<file path="config.mk">
export PLATFORM = sky130hd
export DESIGN_NAME = code
export DESIGN_NICKNAME = d
export VERILOG_FILES = /design/src/rtl/code.sv
export SDC_FILE = /design/constraint.sdc
export NUM_CORES = 1
export LEC_CHECK = 0
export ABC_CLOCK_PERIOD_IN_PS = 3200
export CAP_MARGIN = 25
export CORE_AREA = 5 5 42 44
export CTS_CLUSTER_DIAMETER = 100
export DETAILED_ROUTE_END_ITERATION = 12
export DIE_AREA = 0 0 47 49
export HOLD_SLACK_MARGIN = 0.03
export PLACE_DENSITY = 0.51
export SLEW_MARGIN = 10
export SYNTH_ARGS = -nofsm -noshare
export SYNTH_HDL_FRONTEND = slang
export SYNTH_SLANG_ARGS = --single-unit
</file>
<file path="constraint.sdc">
create_clock -name clk -period 3.2 [get_ports clk]
set_input_delay 0.64 -clock clk [delete_from_list [all_inputs] [get_ports clk]]
set_output_delay 0.64 -clock clk [all_outputs]
set_load 0.02 [all_outputs]
</file>
<file path="src/rtl/code.sv">
// code: 15-unit vending FSM taking 5/10-unit coins, with dispense and change/refund pulses.
module code (
  input  logic       clk,
  input  logic       rst,
  input  logic [1:0] x,
  output logic       z,
  output logic [1:0] change
);
  typedef enum logic [1:0] {S0 = 2'd0, S5 = 2'd1, S10 = 2'd2} state_t;
  localparam logic [1:0] NONE = 2'b00, COIN5 = 2'b01, COIN10 = 2'b10, CANCEL = 2'b11;
  state_t state;
  always_ff @(posedge clk) begin
    z      <= 1'b0;
    change <= 2'b00;
    if (rst) begin
      state <= S0;
    end else begin
      case (state)
        S0: state <= (x == COIN5) ? S5 : (x == COIN10) ? S10 : S0;
        S5: begin
          state  <= (x == NONE) ? S5 : (x == COIN5) ? S10 : S0;
          z      <= (x == COIN10);
          change <= (x == CANCEL) ? 2'b01 : 2'b00;
        end
        S10: begin
          state  <= (x == NONE) ? S10 : S0;
          z      <= (x == COIN5) || (x == COIN10);
          change <= (x == COIN10) ? 2'b01 : (x == CANCEL) ? 2'b10 : 2'b00;
        end
        default: state <= S0;
      endcase
    end
  end
endmodule

</file>
==> results.md, run 1 <==
CTS:
- TritonCTS built the clock tree.
- The cell sitting at the root of the clock tree is a sky130_fd_sc_hd__clkbuf_4.
- The number of hold buffers added after cts is 0.
- The number of gates resized after CTS was 0.
- The clock sink count is 5.
- The maximum number of buffers from clock root to sink is 2.
- The number of setup buffers added after CTS is 0.
- In this run the number of H-tree levels came out at 1.
- The clock reaches the later pin of the worst-skew pair after 0.24 ns.
- The clock transition at the register clock pins on the worst setup and hold paths after CTS is around 0.04 ns.
- In this run, CTS created clock tree buffers numbering 3.

Die:
- The floorplan has 14 rows.
- The vertical die dimension is roughly 49 um.
- The die area is about 2300 um^2.
- The starting density of the core is 0.217.
- The die boundary width is between 40 and 50 um.
- The core region is around 1400 um^2.
- The total I/O pin count is 7.

Setup path:
- The worst setup path is launched from a register.
- Among all stages on the critical path, the largest delay is contributed by sky130_fd_sc_hd__clkdlybuf4s50_1.
- The critical path's largest stage delay is between 0.5 and 0.6 ns.
- Together, buffers and inverters on the worst path number 1.
- At the worst endpoint, the arrival time is ~1.1 ns.
- The kind of end point of the critical path is an output pin.
- By startpoint and endpoint, the worst setup path is classified as reg -> out.
- The gate family responsible for the most delay along the worst path is buffers and inverters.
- In this run the worst path has a maximum fanout of 1.
- The signal on the critical path passes through clkdlybuf4s50_1.
- STA puts the critical path data required time at 2.56 ns.

Timing:
- The transition time at the pin with the least slew margin is 0.283 ns.
- The final period utilization is 0.552.
- The max-slew violation count came to 0.
- The worst setup skew after layout is ~0.0009 ns.
- The worst path in the final design needs a cycle of 1.77 ns, including I/O delays and setup.
- The setup-violating endpoint count in the final report is 0.
- On the final layout, the worst hold slack is approximately 0.65 ns.
- The total negative slack is 0 ns.
- The hold violation total from the final report is 0.
- Setup repair after global routing left no endpoint under its margin.
- In this run the tightest slew margin relative to its limit is 0.811.
- The highest clock rate is ~570 MHz.

Yosys:
- Yosys printed 0 warnings.
- The number of distinct library cells after synthesis is 9.
- Counting every net in the synthesized netlist gives 44.
- Synthesis produced a netlist whose cell count is 30.
- sky130_fd_sc_hd__ha_1 takes more of the synthesized area than any other cell.
- After synthesis the cells add up to around 300 um^2.
- Yosys attributes the largest share of cell area to sky130_fd_sc_hd__ha_1 (41%), sky130_fd_sc_hd__dfxtp_1 (33%), sky130_fd_sc_hd__a22oi_1 (7.4%), sky130_fd_sc_hd__inv_1 (4.9%), sky130_fd_sc_hd__nor2_1 (3.7%).
- After synthesis, the mean cell area works out to 10.1 um^2.
- The flip-flop and latch count after synthesis is 5.
- The portion of synthesized cell area occupied by the leading cell type is 0.412.
- Of the synthesized area, sequential elements account for 0.329.

Global routing:
- The total overflow left after global routing is 0.
- The via count of the first global-routing pass was 238.
- The number of antenna violations at the first check in global routing is 0.
- In the global route stage, overall resource usage came out at 0.0479.
- The pin count of the biggest net entering global routing is 5.
- The first global-routing pass estimated about 740 um of wire.

Hold path:
- The path class of the tightest hold or removal check is reg -> reg.

Place:
- The half-perimeter wire length after detailed placement is roughly 420 um.
- The weighted congestion reported at the end of routability-driven placement is slightly above 0.7.
- The count of port buffers added during placement is 6.

Final layout:
- Relative to the synthesized area, the layout overhead comes to 35.0%.
- The number of fill cells is ~160.
- The layout cell share with drive strength beyond 1 is 0.0750.
- The number of diodes added for antenna fixing is 0.
- In the final layout, flip-flops and latches occupy between 100 and 150 um^2.
- The utilization of the core after routing is 0.293.
- The final net count is 55.
- The area of the multi-input gates is about 190 um^2.

Pwr:
- In this run the static leakage power is approximately 0.18 nW.
- IR analysis of the VDD net gives a maximum drop of around 0.090 mV.
- Dividing total power by cell area gives a power density of between 300 and 400 nW/um^2.

Route:
- The detailed-routing iteration count for the pre-antenna-repair pass is 4.
- For this run, design rule violations remaining after detail routing come to 0.
- The sum of routed wire length over all layers is approximately 490 um.
- After detailed routing, the number of vias per cell comes to approximately 4.0.
- Detailed routing inserted a total of between 200 and 250 vias.
- In this run, the number of DRC markers left after iteration 0 of detailed routing was 5.
- The wire length per cell is approximately 8.7 um.
- The number of antenna-violating nets in the routed design is 0.

Flow run:
- Across the run, the number of max-cap violations was 0.

Run status:
- The run finished with clean final reports.
[logic make-up after synthesis]
group                    count (synthesis)  share of synthesized area
AND/OR/NAND/NOR                          7                      0.103
flip-flops                               5                      0.329
adder cells (fa/ha/maj)                 10                      0.412
buffers and inverters                    4                     0.0494
AO/OA/AOI/OAI                            4                      0.107
[flip-flops by register name, summed over array words and instances (netlist names)]
signal and cells:
state 2, z 1, change 2
[through the flow]
step / total power (W) / setup WS [ns] / area, um^2 / cells
after CTS: 0.000160 / 1.42 / 410 / 56
after detailed placement: 0.0000880 / 1.23 / 384 / 52
after global routing: 0.000166 / 1.39 / 410 / 56
final: 0.000158 / 1.43 / 410 / 56
after floorplan: 0.0000790 / 1.86 / 304 / 30
after global placement: 0.0000880 / 1.23 / 384 / 52
[final cells by class]
| cell class | instances | share of cell area |
|---|---|---|
| Clock buffer | 4 | 0.0640 |
| Inverter | 4 | 0.0366 |
| Multi-Input combinational cell | 21 | 0.460 |
| Sequential cell | 5 | 0.244 |
| Tap cell | 16 | 0.0488 |
| Timing Repair Buffer | 6 | 0.146 |
[synthesized netlist by cell type]
library cell               instances
sky130_fd_sc_hd__ha_1             10
sky130_fd_sc_hd__a222oi_1          1
sky130_fd_sc_hd__inv_1             4
sky130_fd_sc_hd__nor3_1            2
sky130_fd_sc_hd__dfxtp_1           5
sky130_fd_sc_hd__nand2b_1          1
sky130_fd_sc_hd__a22oi_1           3
sky130_fd_sc_hd__nand2_1           1
sky130_fd_sc_hd__nor2_1            3
[final timing paths]
| kind | endpoint | from | cells after the start | slack (ns) |
|---|---|---|---|---|
| setup reg to reg | state[1]$_SDFF_PP0_ | state[1]$_SDFF_PP0_ | 4 | 2.01 |
| hold / removal | state[1]$_SDFF_PP0_ | state[1]$_SDFF_PP0_ | 2 | 0.65 |
| hold reg to reg | state[1]$_SDFF_PP0_ | state[1]$_SDFF_PP0_ | 2 | 0.65 |
| setup / recovery | z | z$_SDFF_PP0_ | 1 | 1.43 |
[cell usage in the layout (no fill, tap or decap)]
cell type / n
sky130_fd_sc_hd__ha_1: 10
sky130_fd_sc_hd__a222oi_1: 1
sky130_fd_sc_hd__nor3_1: 2
sky130_fd_sc_hd__dfxtp_1: 5
sky130_fd_sc_hd__nand2_1: 1
sky130_fd_sc_hd__nand2b_1: 1
sky130_fd_sc_hd__a22oi_1: 3
sky130_fd_sc_hd__inv_1: 4
sky130_fd_sc_hd__nor2_1: 3
sky130_fd_sc_hd__clkbuf_1: 1
sky130_fd_sc_hd__clkdlybuf4s50_1: 6
sky130_fd_sc_hd__clkbuf_4: 3
[per-layer routing]
metal / GRT usage / share of wire
met1: 0.0352 / 0.42
met5: 0 / 0
met4: 0.0829 / 0
met3: 0 / 0.068
met2: 0.0769 / 0.51
[where the power goes]
| group | total (W) | internal (W) | switching, W |
|---|---|---|---|
| Combinational | 0.0000211 | 0.0000105 | 0.0000105 |
| Clock | 0.0000710 | 0.0000470 | 0.0000240 |
| Sequential | 0.0000658 | 0.0000644 | 0.00000145 |
| Total | 0.000158 | 0.000122 | 0.0000360 |
Note: power is estimated with default switching activity, not from simulation.
==> run 2, diff against run 1 <==
- ABC_CLOCK_PERIOD_IN_PS: 3200 -> 1500
- PLACE_DENSITY: 0.51 -> 0.52
- clock period: 3.2 -> 1.5 ns (I/O delays scaled with it)
==> run 2 against run 1 <==
Die area unchanged. Sequential cell count unchanged. Clock power increased by 110%. Design area increased by 3.7%. Core utilization increased by 1.1 points.
==> results.md, run 2 (same netlist as run 1, synthesis figures left out) <==
Final layout:
- The finished layout cell area was 425 um^2 (was 410 um^2).
- The layout overhead on the synthesized area is 39.9% (was 35.0%).
- The utilization of the core after routing is 0.304 (was 0.293).
- Largest registers in the final layout: change x2, state x2, z x1 (unchanged).
- The layout cell share with drive strength beyond 1 is 0.119 (was 0.0750).
- The number of diodes added for antenna fixing is 0 (unchanged).
- The commonest non-fill, non-tap cell in the layout is sky130_fd_sc_hd__ha_1 (unchanged).
- Leading cell types in the layout, fill and taps excluded: sky130_fd_sc_hd__ha_1 (10), sky130_fd_sc_hd__clkdlybuf4s50_1 (6), sky130_fd_sc_hd__dfxtp_1 (5) (unchanged).
- The number of fill cells is 166 (was 163).
- The final net count is 57 (was 55).

Setup path:
- The critical-path maximum fanout is 1 (unchanged).
- The worst reg2reg path endpoint was state[1]$_SDFF_PP0_ (unchanged).
- Critical path cell sequence: clkdlybuf4s50_1 (unchanged).
- The depth of the worst register-to-register path is 4 (unchanged).
- The gate family responsible for the most delay along the worst path is buffers and inverters (unchanged).
- The startpoint kind of the worst setup timing path is a register (unchanged).
- The worst flop-to-flop path startpoint is state[0]$_SDFF_PP0_ (was state[1]$_SDFF_PP0_).
- The kind of end point of the critical path was an output pin (unchanged).
- The internal reg-to-reg setup slack is 0.32 ns (was 2.01 ns).
- The critical path's largest stage delay is 0.60 ns (was 0.59 ns).
- The critical path class is reg -> out (unchanged).
- The required arrival time at the worst endpoint is 1.20 ns (was 2.56 ns).
- The slowest cell on the critical path is sky130_fd_sc_hd__clkdlybuf4s50_1 (unchanged).
- The number of buffers and inverters on the critical path is 1 (unchanged).
- The arrival time reported for the critical path endpoint is 1.13 ns (about the same).

Place:
- The half-perimeter wire length after detailed placement is 444 um (was 418 um).
- The count of port buffers added during placement is 6 (unchanged).
- The weighted congestion reported at the end of routability-driven placement is 0.654 (was 0.720).
- The area after detailed placement came to 399 um^2 (was 384 um^2).

Route:
- The detailed-routing iteration count for the pre-antenna-repair pass is 4 (unchanged).
- The total number of vias was 245 (was 224).
- The number of antenna-violating nets in the routed design is 0 (unchanged).
- The sum of routed wire length over all layers came to 544 um (was 486 um).
- The ratio of routed vias to standard cells is 4.22 (was 4.00).
- The detailed router's first-iteration violation count is 6 (was 5).
- The remaining design rule violation count is 0 (unchanged).
- The wire length per cell came to 9.38 um (was 8.68 um).

Global routing:
- The number of antenna violations at the first check in global routing came to 0 (unchanged).
- The overall overflow remaining after global route is 0 (unchanged).
- The via count of the first global-routing pass is 272 (was 238).
- The pin count of the biggest net entering global routing is 5 (unchanged).
- The wire length of the first global-routing pass came to 938 um (was 738 um).
- The global routing usage summed across all routing layers is 0.0578 (was 0.0479).

CTS:
- The clock root buffer is sky130_fd_sc_hd__clkbuf_4 (unchanged).
- The number of hold buffers added after cts is 0 (unchanged).
- The clock tree from TritonCTS is built (unchanged).
- The count of buffers added by post-CTS timing repair for setup is 0 (unchanged).
- The number of instances resized during post-cts repair is 0 (unchanged).
- The number of levels in the clock H-tree is 1 (unchanged).
- The number of buffers created by CTS is 3 (unchanged).
- The source-to-sink clock delay at the later pin of the worst-skew pair was 0.23 ns (was 0.24 ns).
- The clock transition at the register clock pins on the worst setup and hold paths after CTS is 0.04 ns (about the same).
- The maximum number of buffers from clock root to sink is 2 (unchanged).
- The clock sink count is 5 (unchanged).

Die:
- The placeable core region came to 1400 um^2 (unchanged).
- The total I/O pin count came to 7 (unchanged).
- The die area came to 2300 um^2 (unchanged).
- The site row count was 14 (unchanged).
- The die boundary width is 47 um (unchanged).
- The vertical die dimension is 49 um (unchanged).
- The starting density of the core came to 0.217 (unchanged).

Hold path:
- The hold-critical path depth is 2 (unchanged).
- The startpoint of the lowest-slack hold path was state[1]$_SDFF_PP0_ (unchanged).
- The kind of path behind the tightest hold check is reg -> reg (unchanged).
- The end of the worst hold path is state[1]$_SDFF_PP0_ (unchanged).

Timing:
- The max-slew violation count came to 0 (unchanged).
- The setup-violating endpoint count in the final report is 0 (unchanged).
- The final period utilization is 0.954.
- The worst path needs about 1.4 ns of the cycle, external delays included.
- The worst max-slew margin expressed relative to the limit was 0.813 (was 0.811).
- The worst setup skew after layout was 0.00100 ns (was 0.000896 ns).
- RSZ-0062 raised after global routing: no (unchanged).
- The worst hold-check slack came to 0.657 ns (was 0.647 ns).
- The hold violation total from the final report was 0 (unchanged).
- The transition time at the pin with the least slew margin is 0.281 ns (was 0.283 ns).
- The highest clock rate is 699 MHz.

Flow run:
- The number of maximum-capacitance constraint violations came to 0 (unchanged).

Run status:
- Status: complete, no violations (unchanged).

Pwr:
- The peak supply drop is 0.169 mV (was 0.0897 mV).
- The leakage dissipation came to 0.190 nW (was 0.181 nW).
- The power consumption came to 0.000338 W (was 0.000158 W).
- The power density relative to cell area is 793 nW/um^2 (was 385 nW/um^2).
[run 2: area by class of cell]
type	count	area, um^2	area share
timing repair buffer	8	75.1	0.176
clock buffer	4	26.3	0.0618
multi-input combinational	21	189	0.444
tap	16	20.0	0.0471
inverter	4	15.0	0.0353
sequential	5	100	0.235
[run 2: power by group]
part	leakage, nW	total, W	switching [W]	internal [W]
Sequential	0.0406	0.000141	0.00000315	0.000137
Clock	0.0150	0.000147	0.0000472	0.000100
Combinational	0.135	0.0000498	0.0000240	0.0000258
Total	0.190	0.000338	0.0000743	0.000263
[run 2: worst max-delay path by stage]
stage | startpoint | endpoint | depth (start not counted)
floorplan | state[1]$_SDFF_PP0_ | state[1]$_SDFF_PP0_ | 4
global placement | x[0] | z$_SDFF_PP0_ | 6
detailed placement | x[0] | z$_SDFF_PP0_ | 6
CTS | z$_SDFF_PP0_ | z | 1
global route | change[0]$_SDFF_PP0_ | change[0] | 1
finish | z$_SDFF_PP0_ | z | 1
[run 2: routing by layer]
layer / share of wire / up-vias / track usage
met4: 0 / 0 / 0.0691
met5: 0 / - / 0
met1: 0.42 / 112 / 0.0573
met2: 0.50 / 7 / 0.0928
met3: 0.070 / 0 / 0
li1: - / 126 / -
[run 2: metrics by stage]
stage / setup WS [ns] / setup TNS [ns] / instances
6_report: 0.0691 / 0 / 58
3_3_place_gp: -0.0895 / -0.253 / 54
5_1_grt: 0.0292 / 0 / 58
3_5_place_dp: -0.120 / -0.308 / 54
2_1_floorplan: 0.425 / 0 / 30
4_1_cts: 0.0483 / 0 / 58
[run 2: tightest hold or removal path: cells and delay by family (launching register included)]
kind / cells / cell delay (ns)
fa+ha+maj: 1 / 0.19
flops: 1 / 0.35
simple gates: 1 / 0.06
